File: src/rtl/input_cond_pkg.sv
// Shared types and default timing for the button input conditioner.
package input_cond_pkg;

  typedef enum logic [1:0] {
    IDLE      = 2'd0,
    HELD      = 2'd1,
    REPEATING = 2'd2
  } ch_state_e;

  localparam int unsigned DEF_NUM_CH          = 4;
  localparam int unsigned DEF_SYNC_STAGES     = 2;
  localparam int unsigned DEF_DEBOUNCE_CYCLES = 1000000;
  localparam int unsigned DEF_REPEAT_DELAY    = 40000000;
  localparam int unsigned DEF_REPEAT_PERIOD   = 10000000;

  function automatic int unsigned max_u(input int unsigned a, input int unsigned b);
    return (a > b) ? a : b;
  endfunction

endpackage

File: src/rtl/input_cond_channel.sv
// One button channel: synchroniser, debounce counter and press/hold/repeat FSM.
// Pulse outputs are next-cycle values; the parent registers them.
module input_cond_channel
  import input_cond_pkg::*;
#(
  parameter int unsigned SYNC_STAGES     = DEF_SYNC_STAGES,
  parameter int unsigned DEBOUNCE_CYCLES = DEF_DEBOUNCE_CYCLES,
  parameter int unsigned REPEAT_DELAY    = DEF_REPEAT_DELAY,
  parameter int unsigned REPEAT_PERIOD   = DEF_REPEAT_PERIOD,
  parameter bit          REPEAT_EN       = 1'b0
) (
  input  logic clk,
  input  logic reset,
  input  logic pad,
  output logic level,
  output logic press_c,
  output logic release_c,
  output logic repeat_c
);

  localparam int unsigned DB_W  = $clog2(DEBOUNCE_CYCLES + 1);
  localparam int unsigned RPT_W = $clog2(max_u(REPEAT_DELAY, REPEAT_PERIOD) + 1);

  logic [SYNC_STAGES-1:0] sync_q;
  logic [DB_W-1:0]        db_cnt, db_cnt_d, db_inc;
  logic [RPT_W-1:0]       rpt_cnt, rpt_cnt_d, rpt_inc;
  logic                   level_d;
  logic                   synced;
  ch_state_e              state, state_d;

  assign synced = sync_q[SYNC_STAGES-1];

  // State register: synchroniser, debounce, level, FSM and repeat counter.
  always_ff @(posedge clk) begin
    if (reset) begin
      sync_q  <= '0;
      db_cnt  <= '0;
      level   <= 1'b0;
      state   <= IDLE;
      rpt_cnt <= '0;
    end else begin
      sync_q  <= {sync_q[SYNC_STAGES-2:0], pad};
      db_cnt  <= db_cnt_d;
      level   <= level_d;
      state   <= state_d;
      rpt_cnt <= rpt_cnt_d;
    end
  end

  // Next-state: debounce decides the new level, the FSM reacts in the same cycle.
  always_comb begin
    level_d   = level;
    db_cnt_d  = '0;
    db_inc    = db_cnt + DB_W'(1);
    state_d   = state;
    rpt_cnt_d = rpt_cnt;
    rpt_inc   = rpt_cnt + RPT_W'(1);
    press_c   = 1'b0;
    release_c = 1'b0;
    repeat_c  = 1'b0;

    if (synced != level) begin
      if (db_inc == DB_W'(DEBOUNCE_CYCLES)) level_d = ~level;
      else                                  db_cnt_d = db_inc;
    end

    case (state)
      IDLE: begin
        if (level_d) begin
          press_c   = 1'b1;
          state_d   = HELD;
          rpt_cnt_d = '0;
        end
      end
      HELD: begin
        if (!level_d) begin
          release_c = 1'b1;
          state_d   = IDLE;
          rpt_cnt_d = '0;
        end else if (REPEAT_EN) begin
          if (rpt_inc == RPT_W'(REPEAT_DELAY)) begin
            repeat_c  = 1'b1;
            state_d   = REPEATING;
            rpt_cnt_d = '0;
          end else begin
            rpt_cnt_d = rpt_inc;
          end
        end
      end
      REPEATING: begin
        if (!level_d) begin
          release_c = 1'b1;
          state_d   = IDLE;
          rpt_cnt_d = '0;
        end else if (rpt_inc == RPT_W'(REPEAT_PERIOD)) begin
          repeat_c  = 1'b1;
          rpt_cnt_d = '0;
        end else begin
          rpt_cnt_d = rpt_inc;
        end
      end
      default: begin
        state_d   = IDLE;
        rpt_cnt_d = '0;
      end
    endcase
  end

endmodule

File: src/rtl/input_conditioner.sv
// Multi-channel button conditioner: pad inversion, per-channel debounce/repeat,
// enable gating of pulses and an any-press summary.
module input_conditioner
  import input_cond_pkg::*;
#(
  parameter int unsigned       NUM_CH          = DEF_NUM_CH,
  parameter int unsigned       SYNC_STAGES     = DEF_SYNC_STAGES,
  parameter int unsigned       DEBOUNCE_CYCLES = DEF_DEBOUNCE_CYCLES,
  parameter int unsigned       REPEAT_DELAY    = DEF_REPEAT_DELAY,
  parameter int unsigned       REPEAT_PERIOD   = DEF_REPEAT_PERIOD,
  parameter logic [NUM_CH-1:0] ACTIVE_LOW      = '1,
  parameter logic [NUM_CH-1:0] REPEAT_MASK     = '0
) (
  input  logic              clk,
  input  logic              reset,
  input  logic [NUM_CH-1:0] btn_raw,
  input  logic              enable,
  output logic [NUM_CH-1:0] btn_level,
  output logic [NUM_CH-1:0] btn_press,
  output logic [NUM_CH-1:0] btn_release,
  output logic [NUM_CH-1:0] btn_repeat,
  output logic              any_press
);

  logic [NUM_CH-1:0] press_c, release_c, repeat_c;
  logic [NUM_CH-1:0] gate;

  assign gate = {NUM_CH{enable}};

  for (genvar i = 0; i < NUM_CH; i++) begin : g_ch
    input_cond_channel #(
      .SYNC_STAGES    (SYNC_STAGES),
      .DEBOUNCE_CYCLES(DEBOUNCE_CYCLES),
      .REPEAT_DELAY   (REPEAT_DELAY),
      .REPEAT_PERIOD  (REPEAT_PERIOD),
      .REPEAT_EN      (REPEAT_MASK[i])
    ) u_channel (
      .clk      (clk),
      .reset    (reset),
      .pad      (btn_raw[i] ^ ACTIVE_LOW[i]),
      .level    (btn_level[i]),
      .press_c  (press_c[i]),
      .release_c(release_c[i]),
      .repeat_c (repeat_c[i])
    );
  end

  // Pulses are registered alongside the level change; enable masks them only.
  always_ff @(posedge clk) begin
    if (reset) begin
      btn_press   <= '0;
      btn_release <= '0;
      btn_repeat  <= '0;
      any_press   <= 1'b0;
    end else begin
      btn_press   <= press_c & gate;
      btn_release <= release_c & gate;
      btn_repeat  <= repeat_c & gate;
      any_press   <= |(press_c & gate);
    end
  end

endmodule

File: config.mk
export PLATFORM = sky130hd
export DESIGN_NAME = input_conditioner
export DESIGN_NICKNAME = d
export VERILOG_FILES = /design/src/rtl/input_cond_pkg.sv /design/src/rtl/input_cond_channel.sv /design/src/rtl/input_conditioner.sv
export SDC_FILE = /design/constraint.sdc
export NUM_CORES = 1
export LEC_CHECK = 0
export ABC_AREA = 1
export CAP_MARGIN = 30
export CORE_ASPECT_RATIO = 0.8
export CORE_MARGIN = 1.5
export CORE_UTILIZATION = 25
export CTS_CLUSTER_DIAMETER = 30
export CTS_CLUSTER_SIZE = 40
export DETAILED_ROUTE_END_ITERATION = 8
export GPL_ROUTABILITY_DRIVEN = 1
export GPL_TIMING_DRIVEN = 0
export HOLD_SLACK_MARGIN = 0.05
export SETUP_SLACK_MARGIN = 0.4
export SYNTH_ARGS = -nofsm -noshare
export SYNTH_HDL_FRONTEND = slang
export SYNTH_HIERARCHICAL = 1
export SYNTH_SLANG_ARGS = --single-unit
File: constraint.sdc
create_clock -name clk -period 4.6 [get_ports clk]
set_input_delay 0.46 -clock clk [delete_from_list [all_inputs] [get_ports clk]]
set_output_delay 0.46 -clock clk [all_outputs]
set_load 0.005 [all_outputs]
==> flow_summary.json, run 1 <==
{
  "rsz0062_at_grt": "no",
  "syn_avg_cell_area_um2": 7.05,
  "skew_ps": 10.8,
  "die_x_um": 179,
  "ctsResizeCount": 0,
  "synth_seq_cells": 109,
  "timing.rr.end": "g_ch[1].u_channel/state[0]",
  "syn_area_mm2": 0.00617,
  "diodes": 0,
  "grt_pass1_vias": 4754,
  "final_area_mm2": 0.00712,
  "synthAdderAreaFrac_pct": 1.62,
  "hp-class": "reg2reg",
  "setup-violations-final": 0,
  "die_area_mm2": 0.0256,
  "clock_path_buffers": 2,
  "cp-end-kind": "register",
  "status": "completed",
  "finalNetCount": 925,
  "clock_sinks": 109,
  "synth.top_cell.area_share_pct": 35.4,
  "track_usage_pct": 10.8,
  "clkLatencyLatePin_ps": 360,
  "max_cap_violations": 0,
  "grt_pass1_wl_mm": 22.2,
  "first_pass_iters": 5,
  "postSynthCellCount": 875,
  "worstPathRequired_ps": 4850,
  "netlist_top_cells_area": "dfxtp_1 (35%), nand2_1 (14%), nor2_1 (8.2%)",
  "p_leak_nw": 2.36,
  "gp_congestion": 0.839,
  "synth_xor_area_share_pct": 2.68,
  "critPathLaunchType": "register",
  "cp.arrival_ps": 2770,
  "hold_viol_final": 0,
  "ir_drop_mv": 0.168,
  "placed_cell_area_mm2": 0.00681,
  "timing.rr.start": "g_ch[1].u_channel/db_cnt[0]",
  "viasPerCell": 4.12,
  "hold_path_end": "g_ch[3].u_channel/sync_q[1]",
  "path_class": "reg2reg",
  "overflow": 0,
  "coreArea_mm2": 0.0243,
  "drv_slew": 0,
  "antenna_found_initial": 0,
  "start_util_pct": 25.4,
  "synth.distinct_cells": 28,
  "clk_pin_slew_ps": 80,
  "yosysTopAreaCell": "dfxtp_1",
  "ctsRootBufferMaster": "clkbuf_16",
  "hpwl_mm": 10.1,
  "cts_htree_levels": 3,
  "powerDensity_mw_per_mm2": 267,
  "wl_per_cell_um": 10.3,
  "io_buffers": 23,
  "die_h_um": 143,
  "num_io_pins": 24,
  "syn-num-nets": 890,
  "ff2ff_path_depth": 15,
  "synth_mux_area_share_pct": 0,
  "yosysWarnings": 6,
  "cp_max_fo": 6,
  "cts_setup_buffers": 0,
  "areaGrowthSynthToFinish_pct": 15.4,
  "fin_crit_sh_pct": 54.8,
  "drive_above_1_share_pct": 20.0,
  "p_total_mw": 1.90,
  "min_from": "g_ch[3].u_channel/sync_q[0]",
  "via_count": 5081,
  "synth-compound-area-share_pct": 7.02,
  "ff2ff_setup_slack_ps": 2080,
  "yosysSeqAreaShare_pct": 35.4,
  "yosys.area_share.simple_pct": 44.2,
  "hold_buffers": 0,
  "drc": 0,
  "utilization_pct": 29.3,
  "grt_max_degree": 23,
  "ant_nets": 0,
  "num_rows": 51,
  "synth_top_family_by_area": "simple AND/OR/NAND/NOR gates",
  "cts_tree": "yes",
  "drtIter0Drc": 268,
  "fin_tns_setup_ps": 0,
  "wl_mm": 12.7,
  "max_freq_ghz": 0.397,
  "hold_path_depth": 2,
  "fin_crit_ps": 2520,
  "cts_buffers": 9
}
flip-flops by register name (all words and copies together), names as in the netlist:
register / cells
any_press: 1
g_ch.u_channel/db_cnt: 80
g_ch.u_channel/state: 4
btn_press: 4
g_ch.u_channel/sync_q: 8
btn_repeat: 4
btn_release: 4
g_ch.u_channel/level: 4
power breakdown:
part           switching (mW)  internal (mW)  total (mW)
Sequential             0.0129          0.966       0.979
Clock                   0.382          0.431       0.813
Combinational          0.0564         0.0503       0.107
critical path, stage by stage (launching register included):
cell	delay, ps
dfxtp_1	400
ha_1	290
nand2_2	100
nor2_4	190
nand3_2	160
nand2_2	110
nand2_1	60
nor2_1	100
nand2_1	110
nor2_4	160
nand3_2	100
nand2_1	80
nand2_1	80
ha_1	300
xor2_1	150
nor2_1	50
cell usage after synthesis, drive strengths merged:
library cell    n
buf            14
ha              8
and2            3
nand3b          5
o21bai          5
xor2           13
clkinv          1
o21ai          15
conb            4
inv           108
xnor2           5
nand3          55
nand4          29
nor3            7
a21oi          37
nand2         257
dfxtp         109
nor2          200
cells in the final DEF, fill, tap and decap left out, types with 12 or more instances in the layout:
cell type          n
nand2_1          224
nor2_1           135
dfxtp_1          109
inv_1            108
nor2_2            42
nand3_1           39
a21oi_2           32
nand2_2           29
nand4_1           29
nor2_4            23
clkdlybuf4s50_1   23
nand3_2           16
xor2_1            12
metrics by stage:
stage / hold slack, ps / instances / worst slack, ps
2_1_floorplan: 388 / 875 / 2440
3_3_place_gp: 393 / 1216 / 2070
3_5_place_dp: 393 / 1217 / 2050
4_1_cts: 403 / 1233 / 2040
5_1_grt: 437 / 1233 / 1710
6_report: 402 / 1233 / 2080
per-layer routing:
layer,vias to the layer above,track usage [%],wire length (um)
li1,2792,-,-
met3,6,2.72,396
met1,2228,15.4,7030
met4,0,2.37,79
met5,-,0,0
met2,55,16.3,5230
cells by family after synthesis:
| kind of cell | Yosys count |
|---|---|
| AO/OA/AOI/OAI | 57 |
| XOR/XNOR | 18 |
| adder cells (fa/ha/maj) | 8 |
| buffers and inverters | 123 |
| flip-flops | 109 |
| other | 4 |
| AND/OR/NAND/NOR | 556 |
how the worst max path moves through the flow:
stage	from	to
finish	g_ch[1].u_channel/db_cnt[0]	g_ch[1].u_channel/state[0]
global route	g_ch[1].u_channel/db_cnt[0]	g_ch[1].u_channel/state[0]
CTS	g_ch[0].u_channel/db_cnt[0]	g_ch[0].u_channel/state[0]
detailed placement	g_ch[0].u_channel/db_cnt[0]	g_ch[0].u_channel/state[0]
global placement	g_ch[0].u_channel/db_cnt[0]	g_ch[0].u_channel/state[0]
floorplan	g_ch[0].u_channel/db_cnt[0]	g_ch[0].u_channel/state[0]
final cells by class:
class	count	area, um2
inverter	109	410
fill	2649	17200
timing repair buffer	24	245
sequential	109	2180
tap	318	398
clock inverter	7	81.3
buffer	14	139
multi-input combinational	643	3440
clock buffer	9	225
Note: power is estimated with default switching activity, not from simulation.
==> inputs of run 2 (changes only) <==
- clock period: 4.6 -> 2.2 ns (I/O delays scaled with it)
==> flow_summary.json, run 2 (synthesized netlist as in run 1, its figures left out) <==
{
  "fill_cells": 2435,
  "layout_setup_ws_ps": -85.2,
  "ctsRootBufferMaster": "clkbuf_16",
  "hpwl_mm": 10.0,
  "wl_mm": 15.6,
  "cts_tree": "yes",
  "cp_max_fo": 6,
  "io_buffers": 23,
  "layout_commonest_cell": "nand2_1",
  "drive_above_1_share_pct": 39.9,
  "reg_top3": "g_ch.u_channel/db_cnt x80, g_ch.u_channel/sync_q x8",
  "violations": "setup timing",
  "areaGrowthSynthToFinish_pct": 43.0,
  "die_h_um": 143,
  "drv_slew": 0,
  "start_util_pct": 25.4,
  "coreArea_mm2": 0.0243,
  "setup-violations-final": 14,
  "grt_max_degree": 21,
  "die_area_mm2": 0.0256,
  "final_cells": 1314,
  "clkLatencyLatePin_ps": 360,
  "grt_pass1_wl_mm": 25.4,
  "die_x_um": 179,
  "via_count": 5598,
  "hp-class": "reg2reg",
  "utilization_pct": 36.3,
  "ff2ff_setup_slack_ps": -90,
  "num_io_pins": 24,
  "max_stage_delay_ps": 400,
  "cts_htree_levels": 3,
  "cpMaxStageDelayCell": "dfxtp_1",
  "drtIter0Drc": 294,
  "cp-end-kind": "register",
  "finalNetCount": 1007,
  "p_total_mw": 4.05,
  "track_usage_pct": 12.4,
  "largest_reg_flops": 80,
  "clock_sinks": 109,
  "status": "finished with violations",
  "first_pass_iters": 4,
  "antenna_found_initial": 0,
  "diodes": 0,
  "place_inst": 1217,
  "overflow": 0,
  "p_leak_nw": 3.09,
  "cts_buffers": 9,
  "final_cell_mix": "nand2_1 (183), inv_1 (108), nor2_1 (100)",
  "skew_ps": 7.89,
  "ir_drop_mv": 0.292,
  "top_register": "g_ch.u_channel/db_cnt",
  "hold_buffers": 0,
  "viasPerCell": 4.26,
  "rsz0062_at_grt": "yes",
  "path_class": "reg2reg",
  "critPathLaunchType": "register",
  "fin_crit_sh_pct": 104,
  "path_buf_inv": 1,
  "final_area_mm2": 0.00882,
  "cp.arrival_ps": 2540,
  "fin_tns_setup_ps": -297,
  "powerDensity_mw_per_mm2": 459,
  "ant_nets": 0,
  "worstPathRequired_ps": 2450,
  "num_rows": 51,
  "max_freq_ghz": 0.438,
  "drc": 0,
  "hold_viol_final": 0,
  "worstPathCellList": "nand2_1, nor2_4, nand2_2, nor2_2, nand2_1, nand2_1, nand3_2, nor2_4, buf_6, nand4_1, nand2_2, ha_4, xor2_1, nor2_1",
  "wl_per_cell_um": 11.9,
  "fin_crit_ps": 2290,
  "gp_congestion": 0.830,
  "clk_pin_slew_ps": 70,
  "cpMostUsedCell": "nand2_1",
  "grt_pass1_vias": 5333,
  "placed_cell_area_mm2": 0.00691,
  "cpLargestDelayFamily": "simple AND/OR/NAND/NOR gates",
  "clock_path_buffers": 2,
  "max_cap_violations": 0
}
-- run 2: cell types whose count changed in the layout (fill, tap and decap cells not counted), moves of 16 or more --
cell / delta
nor2_4: +16
dfxtp_2: +23
nand2_2: +25
dfxtp_1: -35
nand2_1: -41
nor2_1: -35
buf_6: +20
nor2_2: +19
buf_4: +41
-- run 2: path summary, 6_finish.rpt --
kind	from	end	depth (start not counted)
min	g_ch[0].u_channel/sync_q[0]	g_ch[0].u_channel/sync_q[1]	2
max	g_ch[2].u_channel/db_cnt[7]	g_ch[2].u_channel/state[0]	14
max reg2reg	g_ch[2].u_channel/db_cnt[7]	g_ch[2].u_channel/state[0]	14
min reg2reg	g_ch[0].u_channel/sync_q[0]	g_ch[0].u_channel/sync_q[1]	2
-- run 2: repair_timing --
| item | 4_1_cts | 5_1_grt |
|---|---|---|
| resized for setup | 129 | 95 |
| pin swaps | 51 | 57 |
| gates cloned | 8 | 0 |
| setup buffers | 59 | 15 |
| setup endpoints to repair | 96 | 97 |
-- run 2: per-stage QoR --
| step | setup slack [ps] | hold WS [ps] |
|---|---|---|
| detailed placement | -185 | 394 |
| floorplan | 164 | 289 |
| global placement | -197 | 396 |
| CTS | -100 | 397 |
| finish | -85.2 | 395 |
| global route | -254 | 416 |
-- run 2: tightest hold or removal path, stage by stage (launching register included) --
cell and delay (ps):
dfxtp_1 300, inv_1 40, nor2_1 30
-- run 2: final cells by class --
type	count	area [um2]	share of cell area (%)
timing repair buffer	106	1200	13.6
tap	318	398	4.51
buffer	14	194	2.20
sequential	109	2260	25.6
inverter	109	417	4.72
clock buffer	10	239	2.71
multi-input combinational	643	4060	46.0
clock inverter	5	58.8	0.667
-- run 2: where the power goes --
part           total, mW  switching (mW)  internal (mW)
Clock               1.68           0.762          0.914
Combinational      0.336           0.159          0.177
Sequential          2.04          0.0302           2.01
-- run 2: metal layers --
layer | part of all wire [%] | up-vias | wire length, um | GRT usage [%]
met4 | 1.7 | 0 | 261 | 4.65
met2 | 47 | 79 | 7290 | 20.2
met3 | 3.1 | 17 | 486 | 2.62
li1 | - | 2959 | - | -
met1 | 49 | 2543 | 7580 | 16.0
met5 | 0 | - | 0 | 0
==> inputs of run 3 (changes only) <==
- PLACE_DENSITY: default -> 0.51
==> flow_summary.json, run 3 (synthesized netlist as in run 1, its figures left out) <==
{
  "powerDensity_mw_per_mm2": 468,
  "num_rows": 51,
  "status": "finished with violations",
  "viasPerCell": 4.23,
  "gp_congestion": 0.814,
  "diodes": 0,
  "p_leak_nw": 2.97,
  "cts_htree_levels": 3,
  "num_io_pins": 24,
  "hpwl_mm": 10.4,
  "layout_setup_ws_ps": -44.0,
  "critPathLaunchType": "register",
  "holdWs_ps": 403,
  "top_register": "g_ch.u_channel/db_cnt",
  "internal-power_mw": 3.08,
  "grt_max_degree": 21,
  "areaGrowthSynthToFinish_pct": 41.6,
  "final_area_mm2": 0.00873,
  "drtIter0Drc": 268,
  "drive_above_1_share_pct": 41.0,
  "drc": 0,
  "clock_path_buffers": 2,
  "start_util_pct": 25.4,
  "cts_tree": "yes",
  "fill_cells": 2481,
  "ant_nets": 0,
  "ctsRootBufferMaster": "clkbuf_16",
  "largest_reg_flops": 80,
  "multiInputGateArea_mm2": 0.00407,
  "final_cell_mix": "nand2_1 (178), inv_1 (107), nor2_1 (86)",
  "first_pass_iters": 5,
  "finalNetCount": 997,
  "wl_mm": 15.4,
  "path_class": "reg2reg",
  "layout_commonest_cell": "nand2_1",
  "io_buffers": 23,
  "track_usage_pct": 12.2,
  "reg_top3": "g_ch.u_channel/db_cnt x80, g_ch.u_channel/sync_q x8",
  "clk_pin_slew_ps": 70,
  "p_switching_mw": 1.01,
  "placed_cell_area_mm2": 0.00691,
  "cp.arrival_ps": 2490,
  "place_ws_ps": -189,
  "violations": "setup timing",
  "setup-violations-final": 25,
  "hp-class": "reg2reg",
  "fin_crit_sh_pct": 102,
  "rsz0062_at_grt": "yes",
  "swShare_pct": 24.6,
  "seqPwrFrac_pct": 49.7,
  "max_cap_violations": 0,
  "pwr-share-clk_pct": 42.0,
  "overflow": 0,
  "cts_buffers": 9,
  "clkLatencyLatePin_ps": 360,
  "cp-end-kind": "register",
  "place_inst": 1217,
  "pwr-share-comb_pct": 8.3,
  "die_h_um": 143,
  "cp_max_fo": 4,
  "final_cells": 1305,
  "die_x_um": 179,
  "regArea_mm2": 0.00225,
  "fin_crit_ps": 2240,
  "drv_slew": 0,
  "grt_pass1_vias": 5012,
  "skew_ps": 11.2,
  "via_count": 5516,
  "ff2ff_setup_slack_ps": -40,
  "hold_viol_final": 0,
  "clock_sinks": 109,
  "wl_per_cell_um": 11.8,
  "grt_pass1_wl_mm": 24.5,
  "ir_drop_mv": 0.369,
  "max_freq_ghz": 0.446,
  "worstPathRequired_ps": 2450,
  "antenna_found_initial": 0,
  "utilization_pct": 35.9,
  "die_area_mm2": 0.0256,
  "coreArea_mm2": 0.0243
}
[run 3: final cells by class]
class                      instances  area share (%)
sequential                       109            25.8
clock inverter                     7           0.974
inverter                         109            4.77
buffer                            14            2.22
timing repair buffer              96            12.5
clock buffer                       9            2.58
tap                              318            4.56
multi-input combinational        643            46.6
[run 3: what timing repair did]
action / CTS / global route
gates cloned: 8 / 0
pin swaps: 50 / 62
setup endpoints to repair: 96 / 97
hold buffers: 0 / 0
gates resized for setup: 98 / 124
buffers inserted: 44 / 20
endpoints found under the hold margin: 0 / 0
[run 3: worst paths after layout]
kind                               start                     endpoint  depth (start not counted)
max          g_ch[2].u_channel/db_cnt[1]   g_ch[2].u_channel/state[0]                         16
min          g_ch[2].u_channel/sync_q[0]  g_ch[2].u_channel/sync_q[1]                          2
max reg2reg  g_ch[2].u_channel/db_cnt[1]   g_ch[2].u_channel/state[0]                         16
min reg2reg  g_ch[2].u_channel/sync_q[0]  g_ch[2].u_channel/sync_q[1]                          2
[run 3: through the flow]
step / power [mW] / setup TNS, ps
after global placement: 2.32 / -860
after detailed placement: 2.32 / -863
final: 4.09 / -410
after floorplan: 2.25 / 0
after CTS: 4.16 / -120
after global routing: 4.27 / -6690
[run 3: worst max-delay path: stages (launching register included)]
cell and delay, ps:
dfxtp_4 360, ha_4 160, nand2_2 70, nor2_4 160, buf_12 140, nand2_8 60
nor2_4 100, nand2_2 70, nand2_2 70, nand3_2 80, nor2_4 170, nand3_2 110
nand2_2 90, nand2_4 70, ha_4 270, xor2_1 130, nor2_1 50
[run 3: power groups by stage]
stage               combinational, mW  sequential (mW)  clock, mW
global placement                0.223             2.09          0
floorplan                       0.155             2.09          0
global route                    0.375             2.04       1.86
detailed placement              0.229             2.09          0
finish                          0.339             2.03       1.72
CTS                             0.320             2.04       1.80
[run 3: layer usage]
| metal | track usage [%] | vias to the layer above | share of wire, % |
|---|---|---|---|
| met5 | 0 | - | 0 |
| met4 | 3.16 | 0 | 0.98 |
| met3 | 2.49 | 8 | 3.7 |
| met2 | 19.1 | 53 | 46 |
| met1 | 16.9 | 2506 | 49 |
| li1 | - | 2949 | - |
